==> src/rtl/dual_grant_pkg.sv <==
// dual_grant_pkg: shared types and helpers for the dual-channel arbiter.
// Request codes: 0 means no grant, codes 1..12 map to req[0]..req[11].
package dual_grant_pkg;

    localparam int NUM_REQ = 12;
    localparam int CODE_W  = 4;

    typedef logic [CODE_W-1:0] code_t;

    localparam code_t NO_GRANT = 4'd0;

    typedef enum logic {
        IDLE = 1'b0,
        BUSY = 1'b1
    } chan_state_t;

    // Expand an owner code into a one-hot request mask (all zero for NO_GRANT)
    function automatic logic [NUM_REQ-1:0] code_to_onehot(input code_t code);
        logic [NUM_REQ-1:0] v;
        for (int i = 0; i < NUM_REQ; i++) begin
            v[i] = (code == code_t'(i + 1));
        end
        return v;
    endfunction

    // Convert a requester index (0..11) into its request code (1..12)
    function automatic code_t index_to_code(input logic [3:0] idx);
        return code_t'(idx + 4'd1);
    endfunction

endpackage

==> src/rtl/dual_pick_12.sv <==
// dual_pick_12: combinational first/second priority picker over 12 requests.
// Default build: fixed priority, index 11 highest, index 0 lowest.
// With ROUND_ROBIN_EN defined, priority descends cyclically from the index
// just below i_ptr, so the index held in i_ptr is the lowest priority.
module dual_pick_12
    import dual_grant_pkg::*;
(
`ifdef ROUND_ROBIN_EN
    input  logic [3:0]         i_ptr,
`endif
    input  logic [NUM_REQ-1:0] i_vec,
    output code_t              o_first,
    output code_t              o_second
);

    // Walk the priority order and capture the first two set bits
    always_comb begin
        logic [3:0] w_idx;
        o_first  = NO_GRANT;
        o_second = NO_GRANT;
        w_idx    = '0;
        for (int k = 1; k <= NUM_REQ; k++) begin
`ifdef ROUND_ROBIN_EN
            if (k <= int'(i_ptr)) begin
                w_idx = 4'(int'(i_ptr) - k);
            end else begin
                w_idx = 4'(int'(i_ptr) + NUM_REQ - k);
            end
`else
            w_idx = 4'(NUM_REQ - k);
`endif
            if (i_vec[w_idx]) begin
                if (o_first == NO_GRANT) begin
                    o_first = index_to_code(w_idx);
                end else if (o_second == NO_GRANT) begin
                    o_second = index_to_code(w_idx);
                end
            end
        end
    end

endmodule

==> src/rtl/dual_grant_arbiter.sv <==
// dual_grant_arbiter: shares channels A and B among 12 requesters.
// Each channel is an IDLE/BUSY FSM; grants are held until done, request drop,
// or the hold limit (MAX_HOLD, 0 = unlimited). Timed-out requesters are locked
// out until they drop their request. Optional macro ROUND_ROBIN_EN adds a
// rotating priority pointer; without it priority is fixed (req[11] highest).
module dual_grant_arbiter
    import dual_grant_pkg::*;
#(
    parameter int MAX_HOLD = 255,
    parameter int HOLD_W   = 8
) (
    input  logic               clk,
    input  logic               rst_n,
    input  logic [NUM_REQ-1:0] req,
    input  logic               done_a,
    input  logic               done_b,
    output logic [CODE_W-1:0]  gnt_a_id,
    output logic [CODE_W-1:0]  gnt_b_id,
    output logic               gnt_a_valid,
    output logic               gnt_b_valid,
    output logic               timeout_a,
    output logic               timeout_b
);

    localparam bit                HOLD_EN   = (MAX_HOLD != 0);
    localparam logic [HOLD_W-1:0] HOLD_LAST = HOLD_W'(MAX_HOLD - 1);

    chan_state_t        r_a_state, w_a_state;
    chan_state_t        r_b_state, w_b_state;
    code_t              r_a_id, w_a_id;
    code_t              r_b_id, w_b_id;
    logic [HOLD_W-1:0]  r_a_cnt, w_a_cnt;
    logic [HOLD_W-1:0]  r_b_cnt, w_b_cnt;
    logic               r_a_to, w_a_to;
    logic               r_b_to, w_b_to;
    logic [NUM_REQ-1:0] r_lockout, w_lockout;
    logic [NUM_REQ-1:0] w_elig;
    logic               w_a_req, w_b_req;
    logic               w_a_hit, w_b_hit;
    code_t              w_first, w_second;
`ifdef ROUND_ROBIN_EN
    logic [3:0]         r_ptr, w_ptr;
`endif

    // Requests still eligible: not owned by either channel and not locked out
    always_comb begin
        w_elig  = req & ~code_to_onehot(r_a_id) & ~code_to_onehot(r_b_id) & ~r_lockout;
        w_a_req = |(req & code_to_onehot(r_a_id));
        w_b_req = |(req & code_to_onehot(r_b_id));
        w_a_hit = HOLD_EN && (r_a_cnt == HOLD_LAST);
        w_b_hit = HOLD_EN && (r_b_cnt == HOLD_LAST);
    end

    dual_pick_12 u_pick (
`ifdef ROUND_ROBIN_EN
        .i_ptr    (r_ptr),
`endif
        .i_vec    (w_elig),
        .o_first  (w_first),
        .o_second (w_second)
    );

    // Next-state for both channel FSMs, hold counters, timeouts and lockout
    always_comb begin
        w_a_state = r_a_state;
        w_a_id    = r_a_id;
        w_a_cnt   = r_a_cnt;
        w_a_to    = 1'b0;
        w_b_state = r_b_state;
        w_b_id    = r_b_id;
        w_b_cnt   = r_b_cnt;
        w_b_to    = 1'b0;
        w_lockout = r_lockout & req;

        case (r_a_state)
            IDLE: begin
                if (w_first != NO_GRANT) begin
                    w_a_state = BUSY;
                    w_a_id    = w_first;
                    w_a_cnt   = '0;
                end
            end
            BUSY: begin
                w_a_cnt = r_a_cnt + 1'b1;
                if (done_a || !w_a_req || w_a_hit) begin
                    w_a_state = IDLE;
                    w_a_id    = NO_GRANT;
                    w_a_cnt   = '0;
                    w_a_to    = w_a_hit && !done_a && w_a_req;
                end
            end
            default: w_a_state = IDLE;
        endcase

        case (r_b_state)
            IDLE: begin
                if (r_a_state == IDLE) begin
                    if (w_second != NO_GRANT) begin
                        w_b_state = BUSY;
                        w_b_id    = w_second;
                        w_b_cnt   = '0;
                    end
                end else if (w_first != NO_GRANT) begin
                    w_b_state = BUSY;
                    w_b_id    = w_first;
                    w_b_cnt   = '0;
                end
            end
            BUSY: begin
                w_b_cnt = r_b_cnt + 1'b1;
                if (done_b || !w_b_req || w_b_hit) begin
                    w_b_state = IDLE;
                    w_b_id    = NO_GRANT;
                    w_b_cnt   = '0;
                    w_b_to    = w_b_hit && !done_b && w_b_req;
                end
            end
            default: w_b_state = IDLE;
        endcase

        if (w_a_to) begin
            w_lockout = w_lockout | code_to_onehot(r_a_id);
        end
        if (w_b_to) begin
            w_lockout = w_lockout | code_to_onehot(r_b_id);
        end
    end

`ifdef ROUND_ROBIN_EN
    // Pointer follows the newest grant; B's grant wins when both grant together
    always_comb begin
        w_ptr = r_ptr;
        if (r_b_state == IDLE && w_b_state == BUSY) begin
            w_ptr = w_b_id - 4'd1;
        end else if (r_a_state == IDLE && w_a_state == BUSY) begin
            w_ptr = w_a_id - 4'd1;
        end
    end

    // Rotating priority pointer register
    always_ff @(posedge clk or negedge rst_n) begin
        if (!rst_n) begin
            r_ptr <= '0;
        end else begin
            r_ptr <= w_ptr;
        end
    end
`endif

    // State register: reset drops any grant immediately without pulses
    always_ff @(posedge clk or negedge rst_n) begin
        if (!rst_n) begin
            r_a_state <= IDLE;
            r_b_state <= IDLE;
            r_a_id    <= NO_GRANT;
            r_b_id    <= NO_GRANT;
            r_a_cnt   <= '0;
            r_b_cnt   <= '0;
            r_a_to    <= 1'b0;
            r_b_to    <= 1'b0;
            r_lockout <= '0;
        end else begin
            r_a_state <= w_a_state;
            r_b_state <= w_b_state;
            r_a_id    <= w_a_id;
            r_b_id    <= w_b_id;
            r_a_cnt   <= w_a_cnt;
            r_b_cnt   <= w_b_cnt;
            r_a_to    <= w_a_to;
            r_b_to    <= w_b_to;
            r_lockout <= w_lockout;
        end
    end

    assign gnt_a_id    = r_a_id;
    assign gnt_b_id    = r_b_id;
    assign gnt_a_valid = (r_a_state == BUSY);
    assign gnt_b_valid = (r_b_state == BUSY);
    assign timeout_a   = r_a_to;
    assign timeout_b   = r_b_to;

endmodule

==> config.mk <==
export PLATFORM = sky130hd
export DESIGN_NAME = dual_grant_arbiter
export DESIGN_NICKNAME = d
export VERILOG_FILES = /design/src/rtl/dual_grant_pkg.sv /design/src/rtl/dual_pick_12.sv /design/src/rtl/dual_grant_arbiter.sv
export SDC_FILE = /design/constraint.sdc
export NUM_CORES = 1
export LEC_CHECK = 0
export CELL_PAD_IN_SITES_DETAIL_PLACEMENT = 0
export CELL_PAD_IN_SITES_GLOBAL_PLACEMENT = 1
export CORE_UTILIZATION = 48
export DETAILED_ROUTE_END_ITERATION = 8
export PLACE_DENSITY_LB_ADDON = 0.15
export SLEW_MARGIN = 20
export SYNTH_ARGS = -nofsm -noshare
export SYNTH_HDL_FRONTEND = slang
export SYNTH_SLANG_ARGS = --single-unit
==> constraint.sdc <==
create_clock -name clk -period 4.1 [get_ports clk]
set_clock_uncertainty 0.1 [all_clocks]
set_input_delay 1.025 -clock clk [delete_from_list [all_inputs] [get_ports clk]]
set_output_delay 1.025 -clock clk [all_outputs]
set_load 0.02 [all_outputs]
# Yosys cells after proc, flatten, opt, wreduce, memory -nomap -nowiden
# Cells that the tools add are included.
# Widths: inputs -> output; s select.
[totals]
wordCells = 177
inputBits = 16
reg_bits = 40
[op_classes]
muxes = 82
addsub = 2
eq_ne = 31
n_reduce_logical = 40
bitwise = 13
[ops]
columns = ["op", "n"]
rows = [
  ["$mux 4", 60],
  ["$logic_not 4->1", 21],
  ["$and 12x12->12", 6],
  ["$eq 4x4->1 const B", 10],
  ["$mux 8", 5],
  ["$not 12->12", 3],
  ["$eq 4x3->1 const B", 8],
  ["$pmux 8 s2", 2],
  ["$mux 12", 2],
  ["$or 12x12->12", 2],
  ["$reduce_or 12->1", 2],
  ["$add 8x1->8 const B", 2],
  ["$eq 4x2->1 const B", 4],
  ["$eq 8x8->1 const B", 2],
  ["$pmux 4 s2", 2],
  ["$mux 1", 9],
  ["$eq 4x1->1 const B", 2],
  ["$reduce_bool 4->1", 2],
  ["$ne 3x3->1 const B", 2],
  ["$logic_and 1x1->1", 4],
  ["$logic_not 1->1", 4],
  ["$logic_or 1x1->1", 4],
  ["$ne 2x1->1 const B", 2],
  ["$pmux 1 s2", 2],
  ["other kinds (4)", 6],
]

# Logic depth before layout (Yosys ltp)
[depth]
depth_word = 53
depth_mapped = 11
mapped_depth_nobuf = 9

# Cells and area by module
# A second synthesis with hierarchy kept.
[unflattened]
cells_unflattened = 357
area_unflattened_um2 = 3042.9
[modules_own_cells]
columns = ["mod", "n_inst", "area_per_inst_um2", "cells_per_inst", "seq_area_each_um2"]
rows = [
  ["dual_grant_arbiter", 1, 2580.0, 289, 1001.0],
  ["dual_pick_12", 1, 462.9, 68, 0.0],
]

# Worst setup path after synthesis
# OpenSTA, ideal clock, no wires.
[synth_path]
path_type = "input -> register"
startpoint = "input req[8]"
endpoint = "register r_b_cnt[4]"
path_buffers = 1
arrival_time_ps = 2913
setup_ps = 81
stages = 10
slack_ps = 1005
cell_sequence = "inv_1 -> a2111oi_4 -> nor2_2 -> and2_1 -> buf_4 -> a32o_1 -> and4bb_1 -> and3_4 -> o21ai_4 -> a31oi_2"
[synth_between]
elab_chain_len = 39
[synth_lines]
columns = ["item", "line", "source"]
rows = [
  ["from (decl)", "dual_grant_arbiter.sv:14", "input logic [NUM_REQ-1:0] req,"],
  ["$and 12x12->12 (3 in series)", "dual_grant_arbiter.sv:47", "w_elig = req & ~code_to_onehot(r_a_id) & ~code_to_onehot(r_b_id) & ~r_lockout;"],
  ["$mux 4", "dual_pick_12.sv:32", "if (i_vec[w_idx]) begin"],
  ["$logic_not 4->1", "dual_pick_12.sv:35", "end else if (o_second == NO_GRANT) begin"],
  ["$mux 4", "dual_pick_12.sv:35", ""],
  ["$mux 4", "dual_pick_12.sv:33", "if (o_first == NO_GRANT) begin"],
  ["$mux 4", "dual_pick_12.sv:32", ""],
  ["$logic_not 4->1", "dual_pick_12.sv:35", ""],
  ["$mux 4", "dual_pick_12.sv:35", ""],
  ["(+21 left out)", "-", ""],
  ["$mux 4", "dual_pick_12.sv:32", ""],
  ["$logic_not 4->1", "dual_pick_12.sv:35", ""],
  ["$mux 4", "dual_pick_12.sv:35", ""],
  ["$mux 4", "dual_pick_12.sv:33", ""],
  ["$mux 4", "dual_pick_12.sv:32", ""],
  ["$reduce_bool 4->1", "dual_grant_arbiter.sv:98", "if (w_second != NO_GRANT) begin"],
  ["$ne 3x3->1 (no source line)", "-", ""],
  ["$reduce_and 2->1 (no source line)", "-", ""],
  ["to (signal assigned)", "dual_grant_arbiter.sv:168", "r_b_cnt <= w_b_cnt;"],
  ["to (decl)", "dual_grant_arbiter.sv:33", "logic [HOLD_W-1:0] r_b_cnt, w_b_cnt;"],
]
# Parallel ways exist; a longest one is shown, timed or not.
# A chain may end at the register's enable or synchronous reset.

# Worst setup path after layout
[layout_path]
startpoint = "input req[8]"
endpoint = "register r_b_id[0], in the netlist gnt_b_id[0]"
[layout_between]
elab_chain_len = 39
[layout_lines]
columns = ["item", "line", "source"]
rows = [
  ["$and 12x12->12 (3 in series)", "dual_grant_arbiter.sv:47", ""],
  ["$mux 4", "dual_pick_12.sv:32", ""],
  ["$logic_not 4->1", "dual_pick_12.sv:35", ""],
  ["$mux 4", "dual_pick_12.sv:35", ""],
  ["$mux 4", "dual_pick_12.sv:33", ""],
  ["$mux 4", "dual_pick_12.sv:32", ""],
  ["$logic_not 4->1", "dual_pick_12.sv:35", ""],
  ["$mux 4", "dual_pick_12.sv:35", ""],
  ["(+21 left out)", "-", ""],
  ["$mux 4", "dual_pick_12.sv:32", ""],
  ["$logic_not 4->1", "dual_pick_12.sv:35", ""],
  ["$mux 4", "dual_pick_12.sv:35", ""],
  ["$mux 4", "dual_pick_12.sv:33", ""],
  ["$mux 4", "dual_pick_12.sv:32", ""],
  ["$reduce_bool 4->1 or $mux 4 (tied branches)", "dual_grant_arbiter.sv:98", ""],
  ["$ne 3x3->1 (no source line) or $mux 4 (tied branches)", "-", ""],
  ["$reduce_and 3->1 (no source line) or $pmux 4 s2 (tied branches)", "-", ""],
  ["to (signal assigned)", "dual_grant_arbiter.sv:166", "r_b_id <= w_b_id;"],
  ["to (decl)", "dual_grant_arbiter.sv:31", "code_t r_b_id, w_b_id;"],
]
# Parallel ways exist; a longest one is shown, timed or not. The select of a mux whose other input is x is not followed.

==> results.toml <==
[outcome]
status = "finished, final reports clean"

[cts]
numCtsBuffers = 5
htreeDepth = 2
clock_path_buffers = 2
cts.clk_slew.worst_paths_ps = 90
clock-sinks = 40
cts_tree = "built"
cts-root-buf = "clkbuf_8"
cts_resized = 0
post_cts_buffers = 0
postCtsHoldBufs = 0
clock_latency_ps = 300

[logic_synthesis]
synth_flop_cell = "dfrtp_1"
synth.net_count = 353
avgSynthCellArea_sq_um = 9.15
ys_ff_latch = 40
async_flop_share = 1.00
syn-cell-area_sq_mm = 0.00305
ys_types = 79
yosysWarnings = 0
synth_edf_count = 0
netlist_instances = 333
ys_seq_area_frac = 0.329

[setup_path]
cp_data_arrival_time_ps = 3750
worstSetupEndpointType = "register"
setup.worst_path.start_class = "input pin"
path_class = "input pin to register"
crit_fanout = 10
cp.required_ps = 4200

[sta]
setup_viol = 0
final_max_slew_viol_count = 0
hold_violations = 0
period_needed_ps = 3650
clock.fmax_ghz = 0.274
fin_crit_sh = 0.890
max_slew.worst_pin.slew_ps = 940
setup_tns_ps = 0
rsz0062_at_grt = "no"
relSlewSlack = 0.368

[floorplanning]
chipWidth_microns = 81.7
start_util = 0.505
dieArea_sq_mm = 0.00667
rows = 28
die_y_microns = 81.7
io_pins = 28
core-area_sq_mm = 0.00603

[cells_and_area]
antennaDiodeCount = 0
layout-drive-gt1-share = 0.132
regArea_sq_mm = 0.00100
final_nets = 382
multi_input_area_sq_mm = 0.00189
fillCellCount = 551
area_growth_pct = 14.8
fin_area_sq_mm = 0.00350

[pwr]
clockPowerShare = 0.177
netSwitchingFraction = 0.467
power_uw = 1960
p_sw_uw = 916
ir_worst_vdd_mv = 0.389
sequentialPowerShare = 0.333
cellPowerDensity_mw_per_mm2 = 561
p_leak_uw = 0.00138
p_int_uw = 1050
p_comb_frac = 0.490

[placement]
port_buffers = 27
placed_cell_area_sq_mm = 0.00338
dp_hpwl_microns = 6170
routabilityCongestion = 0.972

[global_route]
antenna_found_initial = 0
grt_usage = 0.276
grt-ovfl-total = 0
grt_pass1_vias = 2595
grt_max_degree = 41
grt_first_pass_wirelength_microns = 13600

[drt]
dr.pass1.iters = 5
vias_per_cell = 6.56
ant_nets = 0
drt-initial-drc-count = 227
wl_microns = 8630
vias = 2874
wl_per_cell_microns = 19.7
drc = 0

[flow_run]
maxCapViolations = 0

[min_path]
min_path_type = "register to register"
## cell families (layout without fill, tap and decap cells)
kind of cell / Yosys count / count (layout) / synth area share
mux: 6 / 6 / 0.0238
flops: 40 / 40 / 0.329
buf+inv: 32 / 62 / 0.0505
fa+ha+maj: 4 / 4 / 0.0164
compound gates: 114 / 114 / 0.290
simple gates: 137 / 137 / 0.290
## worst max-delay path, cell delays in order
cell	delay, ps
clkdlybuf4s50_1	520
inv_1	80
a2111oi_4	500
nor2_2	180
a311oi_1	380
a32o_1	200
and4bb_1	210
a2111oi_0	390
nor3_1	100
a21o_1	160
## final timing paths
kind                       depth (start not counted)  slack [ps]           end   startpoint
setup / recovery                                  10         450   gnt_b_id[0]       req[8]
hold / removal                                     1         390    r_a_cnt[3]   r_a_cnt[3]
setup reg to reg                                   9         530    r_b_cnt[5]  gnt_b_id[1]
hold reg to reg                                    1         390    r_a_cnt[3]   r_a_cnt[3]
max in group asynchronous                          1        2590   gnt_a_id[2]        rst_n
min in group asynchronous                          1         740  r_lockout[0]        rst_n
## cell usage in the layout, fill, tap and decap left out, types with 3 or more instances in the layout
cell and instances:
dfrtp_1 40, nand2_1 34, clkdlybuf4s50_1 26, o21ai_0 22
nor2_1 20, inv_1 17, a21oi_1 14, nor2b_1 9
nor3_1 9, nand3_1 9, buf_4 8, nand2b_1 7
o31ai_1 7, mux2i_1 5, o221ai_1 5, a31oi_1 5
clkbuf_8 5, o22ai_1 4, nand4b_1 4, and3_1 4
a211o_1 4, a221o_1 4, o21ai_1 4, a21o_1 4
ha_1 4, a211oi_1 3, a2111oi_0 3, and2_1 3
and4_1 3, a22oi_1 3, a211oi_2 3, o21a_1 3
nand4_1 3, a31oi_2 3
## final cells by class
class                   count  area share
multi-input cells         261       0.541
flip-flops and latches     40       0.286
repair buffers             35      0.0930
well taps                  75      0.0268
inverters                  19      0.0204
clock buffers               5      0.0197
clock inverters             3      0.0132
## flip-flops by register name, summed over array words and instances (netlist names)
name,flops
gnt_a_valid,1
gnt_b_id,4
timeout_b,1
r_b_cnt,8
gnt_a_id,4
r_lockout,12
gnt_b_valid,1
r_a_cnt,8
timeout_a,1
## cells in the mapped netlist, types with 3 or more instances
| master | instances | area share |
|---|---|---|
| o221ai_1 | 5 | 0.014 |
| a31oi_1 | 5 | 0.010 |
| a31oi_2 | 3 | 0.012 |
| o31ai_1 | 7 | 0.017 |
| nand4b_1 | 4 | 0.012 |
| nor3_1 | 9 | 0.015 |
| a21o_1 | 4 | 0.0099 |
| inv_1 | 17 | 0.021 |
| nand2_1 | 34 | 0.042 |
| ha_1 | 4 | 0.016 |
| buf_2 | 3 | 0.0049 |
| a211oi_1 | 3 | 0.0074 |
| and2_1 | 3 | 0.0062 |
| mux2i_1 | 5 | 0.016 |
| buf_4 | 6 | 0.015 |
| o21ai_1 | 4 | 0.0066 |
| a221o_1 | 4 | 0.013 |
| and4_1 | 3 | 0.0086 |
| dfrtp_1 | 40 | 0.33 |
| a2111oi_0 | 3 | 0.0086 |
| nor2_1 | 20 | 0.025 |
| and3_1 | 4 | 0.0082 |
| a211o_1 | 4 | 0.012 |
| o21ai_0 | 22 | 0.036 |
| o21a_1 | 3 | 0.0074 |
| nand4_1 | 3 | 0.0062 |
| a211oi_2 | 3 | 0.012 |
| o22ai_1 | 4 | 0.0082 |
| nand3_1 | 9 | 0.015 |
| a22oi_1 | 3 | 0.0074 |
| nand2b_1 | 7 | 0.014 |
| a21oi_1 | 14 | 0.023 |
| nor2b_1 | 9 | 0.018 |
## metal layers
metal	part of all wire	vias to the layer above	track usage
li1	-	1344	-
met1	0.47	1358	0.401
met2	0.43	147	0.403
met3	0.079	25	0.0500
met4	0.023	0	0.105
met5	0	-	0
## power groups by stage
stage,clock network (uW),registers [uW],logic (uW)
finish,347,653,962
global route,375,674,1030
CTS,358,649,945
detailed placement,0,658,937
global placement,0,657,938
floorplan,0,576,700
## stage by stage
step	util	instances	hold WS (ps)	setup WS, ps
after floorplan	-	333	338	1010
after global placement	0.561	430	368	265
after detailed placement	0.561	430	372	189
after CTS	0.580	438	390	512
after global routing	0.580	438	412	239
final	0.580	438	390	450
Note: power is estimated with default switching activity, not from simulation.
